<file path="config.mk">
export PLATFORM = sky130hd
export DESIGN_NAME = prbs9_ref
export DESIGN_NICKNAME = d
export VERILOG_FILES = /design/src/rtl/ber_pkg.sv /design/src/rtl/prbs9_ref.sv
export SDC_FILE = /design/constraint.sdc
export NUM_CORES = 1
export LEC_CHECK = 0
export ABC_AREA = 1
export BUFFER_PORTS_ARGS = -buffer_cell sky130_fd_sc_hd__buf_2
export CAP_MARGIN = 20
export CORE_AREA = 2 2 39 41
export DETAILED_ROUTE_END_ITERATION = 8
export DIE_AREA = 0 0 41 43
export PLACE_DENSITY_LB_ADDON = 0.3
export SYNTH_ARGS = -nofsm -noshare
export SYNTH_HDL_FRONTEND = slang
export SYNTH_SLANG_ARGS = --single-unit
</file>
<file path="constraint.sdc">
create_clock -name clock -period 0.8 [get_ports clock]
set_input_delay 0.04 -clock clock [delete_from_list [all_inputs] [get_ports clock]]
set_output_delay 0.04 -clock clock [all_outputs]
set_load 0.005 [all_outputs]
</file>
<file path="src/rtl/ber_pkg.sv">
// Shared constants and state encoding for the BER checker.
// PRBS9 reference polynomial x^9+x^5+1 and default window settings.
package ber_pkg;

  localparam int PRBS_LEN   = 9;
  localparam int TAP_HI     = 8;
  localparam int TAP_LO     = 4;
  localparam int WIN_DEF    = 64;
  localparam int THRESH_DEF = 4;

  typedef enum logic [1:0] {
    IDLE   = 2'd0,
    SEED   = 2'd1,
    VERIFY = 2'd2,
    LOCKED = 2'd3
  } ber_state_e;

endpackage

</file>
<file path="src/rtl/prbs9_ref.sv">
// Local PRBS9 reference: loads received bits while seeding,
// then free-runs on its own feedback.
module prbs9_ref
  import ber_pkg::*;
(
  input  logic clock,
  input  logic i_reset,
  input  logic i_shift,
  input  logic i_load_mode,
  input  logic i_bit,
  output logic o_expected
);

  logic [PRBS_LEN-1:0] lfsr_q;
  logic [PRBS_LEN-1:0] lfsr_d;
  logic                fb;

  always_comb begin
    fb     = lfsr_q[TAP_HI] ^ lfsr_q[TAP_LO];
    lfsr_d = lfsr_q;
    if (i_shift) begin
      lfsr_d = {lfsr_q[PRBS_LEN-2:0],
                i_load_mode ? i_bit : fb};
    end
  end

  always_ff @(posedge clock or negedge i_reset) begin
    if (!i_reset) lfsr_q <= '0;
    else          lfsr_q <= lfsr_d;
  end

  assign o_expected = fb;

endmodule

</file>
==> results.md, run 1 <==
- Status: finished with violations
- Failing checks: negative setup slack
- Fin crit period: roughly 0.97 ns
- Worst Path Arrival: 0.93 ns
- Clk Latency, worst-skew pair: 0.26 ns
- Clk_skew: 0.0008307 ns
- VDD IR max: 0.8370 mV
- GRT Residual Overflow: 0
- Met2 usage: 14.06%
- Syn nets: 47
- Flop pwr share: 51.2%
- Comb power frac: roughly 17%
- Post-synth ARST share: 100.0%
- Worst Setup Start Kind: flop
- Count of cell types in the netlist: 10
- Number of global-route vias before repair: ~280
- Worst hold path cell count: 5
- Switching Power: 0.0002980 W
- Initial core utilization: 27.03%
- CTS buffer count: 3
- Net Sw Frac: a little over a quarter
- # DRC: 0
- CP Max Fanout: 2
- Top_reg_cell synth: dfrtp_1
- CORE AREA: 1384 µm²
- Fillers: 147
- Top Usage Layer GRT: met2
- Post-synthesis sequential area ratio: between 60% and 70%
- # Max-Cap Violations: 0
- IO Port Bufs: 5
- Actual slew at the worst max-slew pin: 0.2084 ns
- Sink Count: 9
- Max transition margin: between 80% and 90%
- Synth Area per Inst: about 9 µm²
- Worst Setup SP: lfsr_q[4]$_DFFE_PN0P_
- Cell area power density: about 2400 nW/µm²
- H-Tree Depth: 1
- Largest registers: lfsr_q: 9 flops
- R2R depth: 6
- Top-area cell type share of the netlist area: 60.20%
- Synth Register Bits: 9
- CTS tree: built
- Die ar.: 1763 µm²
- Most flop-heavy register: lfsr_q
- Reg2reg start: lfsr_q[8]$_DFFE_PN0P_
- Largest net degree at the start of global routing: 11
- Internal: about 0.0008 W
- Most common cell in the netlist: nand2_1
- Antenna cells: 0
- Synthesized instance count: 42
- Share of cells above drive strength 1: between 30% and 40%
- Met3 Use GR: 6.283%
- RSZ-0062 raised after global routing: true
- Placer congestion estimate: 0.6466
- Final net count: 59
- Synth top cells by count: 16 x nand2_1, 9 x dfrtp_1, 5 x inv_1, 5 x o21ai_0, 2 x o21ai_1
- Maximum clock rate: 1031 MHz
- Post-Syn Area: 374.1 µm²
- Clk pin slew, worst setup/hold paths: ~0.06 ns
- Fin Setup TNS: -0.2073 ns
- Clk Tree Root Cell: clkbuf_4
- Drt first pass iters: 4
- Cell taking the most area after synthesis: dfrtp_1
- Hold Violations, Final: 0
- Area delta synth->final: 24.41%
- Hpwl dp: 458.1 µm
- Post-synth EDFFs: 0
- GRT Resource Usage Total: approximately a tenth
- Routed wire length: between 600 and 700 µm
- Via Count: 298
- Clock share of power: about a third
- Drt wl/cell: between 9 and 10 µm
- DR iter-0 viols: 3
- # setup viols final: 2
- Critical Path Sink Type: primary output
- Initial antenna violation count: 0
- Pins over their slew limit: 0
- Setup ws final: -0.1697 ns
- Max Root-Sink Buffers: 2
- Hold Slack: 0.07864 ns
- # IOs: 6
- Hold Crit Class: input pin to flop
- First-pass GRT wire length: 1.166 mm
- Yosys warns: 0
- Routed vias/inst: 4.319
- Worst path required time: roughly 0.76 ns
- Final period util: 121.2%
- Horiz. Die Dim: 41 µm
- Largest register FFs: 9
- Hold path start: i_load_mode
- Die Height: ~43 µm
- Met1 GRT Util: 12.91%
- Setup Crit Path Kind: flop to primary output
- Leakage: 0.2370 nW
- Synth area leaders: dfrtp_1 60%, nand2_1 16%, o21ai_0 6.7%, inv_1 5.0%, buf_6 3.0%
- Post-route ant nets: 0
- Cell Rows: 14
==> metal layers <==
metal | part of all wire (%) | vias up
li1 | - | 150
met1 | 45 | 140
met2 | 48 | 6
met3 | 5.8 | 2
met4 | 1.2 | 0
met5 | 0 | -
==> stage by stage <==
stage                     total power [W]  cells  worst slack [ns]  cell area (µm²)  utilization (%)
after floorplan                 0.0006716     42            0.1038            374.1                -
after global placement          0.0007213     62           0.06312            407.9            29.48
after detailed placement        0.0007258     62           0.05255            407.9            29.48
after CTS                        0.001120     69           -0.1685            459.2            33.18
after global routing             0.001195     69           -0.2386            465.4            33.63
final                            0.001108     69           -0.1697            465.4            33.63
==> timing repair <==
action | CTS | global route
hold buffers | 1 | 0
setup buffers | 2 | 1
endpoints found under the hold margin | 9 | 0
endpoints found under the setup margin | 1 | 3
gates resized for setup | 1 | 4
pin swaps | 1 | 2
==> worst paths after layout <==
check	slack, ns	to
setup / recovery	-0.17	o_expected
hold / removal	0.08	lfsr_q[0]$_DFFE_PN0P_
setup reg to reg	-0.04	lfsr_q[0]$_DFFE_PN0P_
hold reg to reg	0.47	lfsr_q[1]$_DFFE_PN0P_
max in group asynchronous	0.47	lfsr_q[0]$_DFFE_PN0P_
min in group asynchronous	0.15	lfsr_q[7]$_DFFE_PN0P_
==> critical path, stage by stage (launching register included) <==
cell     delay, ns
dfrtp_1       0.40
inv_2         0.06
nand2_1       0.06
nand2_1       0.05
buf_2         0.10
==> cell usage in the layout (no fill, tap or decap) <==
| cell | n |
|---|---|
| o21ai_1 | 2 |
| buf_4 | 2 |
| inv_2 | 2 |
| o21ai_2 | 1 |
| inv_6 | 1 |
| clkbuf_1 | 1 |
| nand3_1 | 1 |
| buf_2 | 5 |
| nor2_2 | 1 |
| dfrtp_1 | 9 |
| dlygate4sd3_1 | 1 |
| clkbuf_4 | 3 |
| nand2_1 | 15 |
| nor2_1 | 1 |
| inv_1 | 3 |
| o21ai_0 | 4 |
| nand2_2 | 1 |
==> area by class of cell <==
class                      instances  area, µm²  area share (%)
multi-input combinational         26      116.4           25.00
inverter                           6      27.53           5.914
clock buffer                       4      26.28           5.645
timing repair buffer               8      50.05           10.75
tap                               16      20.02           4.301
sequential                         9      225.2           48.39
==> power groups by stage <==
stage | registers, W | logic [W] | clock network [W]
final | 0.000568 | 0.000188 | 0.000352
after global routing | 0.000576 | 0.000226 | 0.000393
after CTS | 0.000565 | 0.000183 | 0.000373
after detailed placement | 0.000570 | 0.000156 | 0
after global placement | 0.000570 | 0.000151 | 0
after floorplan | 0.000562 | 0.000110 | 0
==> logic make-up (layout without fill, tap and decap cells) <==
logic type | Yosys count | in the layout | share of synthesized area [%]
buf+inv | 7 | 18 | 10.37
flops | 9 | 9 | 60.20
compound gates | 7 | 7 | 9.364
simple gates | 19 | 19 | 20.07
(Power assumes the default switching activity.)
==> run 2: changes to the inputs <==
--- a/config.mk
+++ b/config.mk
@@ -12,6 +12,7 @@
 export DETAILED_ROUTE_END_ITERATION = 8
 export DIE_AREA = 0 0 41 43
 export PLACE_DENSITY_LB_ADDON = 0.3
+export SKIP_CTS_REPAIR_TIMING = 1
 export SYNTH_ARGS = -nofsm -noshare
 export SYNTH_HDL_FRONTEND = slang
 export SYNTH_SLANG_ARGS = --single-unit
==> run 2 against run 1 <==
The flow still finishes with violations (negative setup slack); critical endpoint unchanged; total power fell by 1.5%; first-iteration DRC count rose by 33%; global-route usage fell by 0.51 points; clock-buffer cell count did not move; non-clock buffer count fell by 1; design area fell by 2.4%; die area did not move; sequential power barely moved; final cell count fell by 1.4%; sequential share of layout area rose by 1.2 points.
==> results.md, run 2 (synthesized netlist as in run 1, its figures left out) <==
- Status: finished with violations
- Failing checks: negative setup slack
- Worst path required time: 0.76 ns (about the same)
- Worst Hold End: lfsr_q[0]$_DFFE_PN0P_
- GRT Residual Overflow: 0 (unchanged)
- Clk Tree Root Cell: clkbuf_4
- Leakage: 0.2310 nW (-2.6%)
- Via Count: 285 (-4.4%)
- CTS buffer count: 3 (unchanged)
- Hpwl dp: 458.1 µm (unchanged)
- Setup Crit Path Kind: flop to primary output
- Worst Path Arrival: 0.93 ns (about the same)
- Fin Setup TNS: -0.1684 ns (+0.03893 ns)
- Die Height: 43 µm (unchanged)
- Hold Crit Class: input pin to flop
- Top Usage Layer GRT: met2
- Final Power: 0.001091 W (-1.5%)
- Reg2reg start: lfsr_q[4]$_DFFE_PN0P_
- Clk pin slew, worst setup/hold paths: 0.06 ns (about the same)
- Max Root-Sink Buffers: 2 (unchanged)
- Cell Count, Final, Fillers Out: 68 (-1.4%)
- Hold Slack: 0.07921 ns (+0.0005744 ns)
- Routed wire length: 641 µm (unchanged)
- Placer congestion estimate: 0.6466 (unchanged)
- Worst hold path cell count: 5 (unchanged)
- Maximum clock rate: 1033 MHz (+0.14%)
- H-Tree Depth: 1 (unchanged)
- Initial core utilization: 27.03% (unchanged)
- Reg2reg end: lfsr_q[5]$_DFFE_PN0P_
- Cell area power density: 2402 nW/µm² (+0.94%)
- Area delta synth->final: 21.40%
- # Max-Cap Violations: 0 (unchanged)
- # DRC: 0 (unchanged)
- Sink Count: 9 (unchanged)
- Reg-to-reg slack, setup: 0.05 ns (+0.09 ns)
- Final period util: 121.0% (-0.17 points)
- Clk Latency, worst-skew pair: 0.26 ns (about the same)
- Most frequent cells in the layout: 15 x nand2_1, 9 x dfrtp_1, 5 x buf_2
- Post-route ant nets: 0 (unchanged)
- Design Area, Final: 454.2 µm² (-2.4%)
- Pins over their slew limit: 0 (unchanged)
- Met1 GRT Util: 12.58% (-0.33 points)
- Largest net degree at the start of global routing: 11 (unchanged)
- CORE AREA: 1384 µm² (unchanged)
- Clk_skew: 0.001089 ns (+0.0002579 ns)
- # IOs: 6 (unchanged)
- Post-DP Area: 407.9 µm² (unchanged)
- Most flop-heavy register: lfsr_q
- Final net count: 58 (-1.7%)
- GRT Resource Usage Total: 10.13% (-0.51 points)
- Antenna cells: 0 (unchanged)
- Initial antenna violation count: 0 (unchanged)
- Max transition margin: 86.15% (about the same)
- Hold path start: i_load_mode
- Met2 usage: 12.81% (-1.3 points)
- Horiz. Die Dim: 41 µm (unchanged)
- Routed vias/inst: 4.191 (-3.0%)
- Worst Setup Start Kind: flop
- Largest register FFs: 9 (unchanged)
- Commonest non-fill, non-tap cell in the layout: nand2_1
- Met3 Use GR: 6.283% (unchanged)
- Hold Violations, Final: 0 (unchanged)
- Drt wl/cell: 9.426 µm (+1.5%)
- Fin crit period: 0.9684 ns (-0.001373 ns)
- CTS tree: built
- RSZ-0062 raised after global routing: true
- VDD IR max: 0.8355 mV (-0.18%)
- R2R depth: 3 (-3)
- Drt first pass iters: 4 (unchanged)
- Actual slew at the worst max-slew pin: 0.2077 ns (-0.0006714 ns)
- CP Max Fanout: 2 (unchanged)
- DR iter-0 viols: 4 (+1)
- Setup ws final: -0.1684 ns (+0.001373 ns)
- Die ar.: 1763 µm² (unchanged)
- IO Port Bufs: 5 (unchanged)
- First-pass GRT wire length: 1.104 mm (-5.3%)
- Largest registers: lfsr_q: 9 flops
- Cell Rows: 14 (unchanged)
- Share of cells above drive strength 1: 26.92% (-3.3 points)
- # setup viols final: 1 (-1)
- Critical Path Sink Type: primary output
- Post-Place Cells: 62 (unchanged)
- Number of global-route vias before repair: 263 (-5.4%)
==> run 2: layout make-up <==
class	count	area [µm²]
Inverter	6	27.53
Timing Repair Buffer	7	42.54
Clock buffer	4	26.28
Sequential cell	9	225.2
Multi-Input combinational cell	26	112.6
Fill cell	149	929.6
Tap cell	16	20.02
==> run 2: worst max-delay path by stage <==
| stage | startpoint | end | slack [ns] |
|---|---|---|---|
| detailed placement | lfsr_q[4]$_DFFE_PN0P_ | lfsr_q[0]$_DFFE_PN0P_ | 0.05 |
| global placement | lfsr_q[4]$_DFFE_PN0P_ | lfsr_q[0]$_DFFE_PN0P_ | 0.06 |
| floorplan | lfsr_q[4]$_DFFE_PN0P_ | lfsr_q[0]$_DFFE_PN0P_ | 0.10 |
| global route | lfsr_q[4]$_DFFE_PN0P_ | o_expected | -0.24 |
| CTS | lfsr_q[4]$_DFFE_PN0P_ | o_expected | -0.20 |
| finish | lfsr_q[4]$_DFFE_PN0P_ | o_expected | -0.17 |
==> run 2: critical path, cell delays in order, from the launching register on <==
cell and delay (ns):
dfrtp_1 0.40, inv_2 0.06, nand2_1 0.06, nand2_1 0.05, buf_2 0.10
==> run 2: through the flow <==
step           util, %  worst slack (ns)
4_1_cts          31.37           -0.1971
6_report         32.82           -0.1684
3_3_place_gp     29.48           0.06312
5_1_grt          32.82           -0.2364
3_5_place_dp     29.48           0.05255
2_1_floorplan        -            0.1038
==> run 2: metal layers <==
layer / up-vias / share of wire (%)
met5: - / 0
met4: 0 / 1.2
met3: 2 / 5.1
met2: 6 / 48
met1: 128 / 45
li1: 149 / -
==> run 2: where the power goes <==
group          switching [W]  leakage [nW]  internal, W
clock network       0.000159        0.0150     0.000192
registers          0.0000387         0.116     0.000529
logic              0.0000955        0.0998    0.0000767
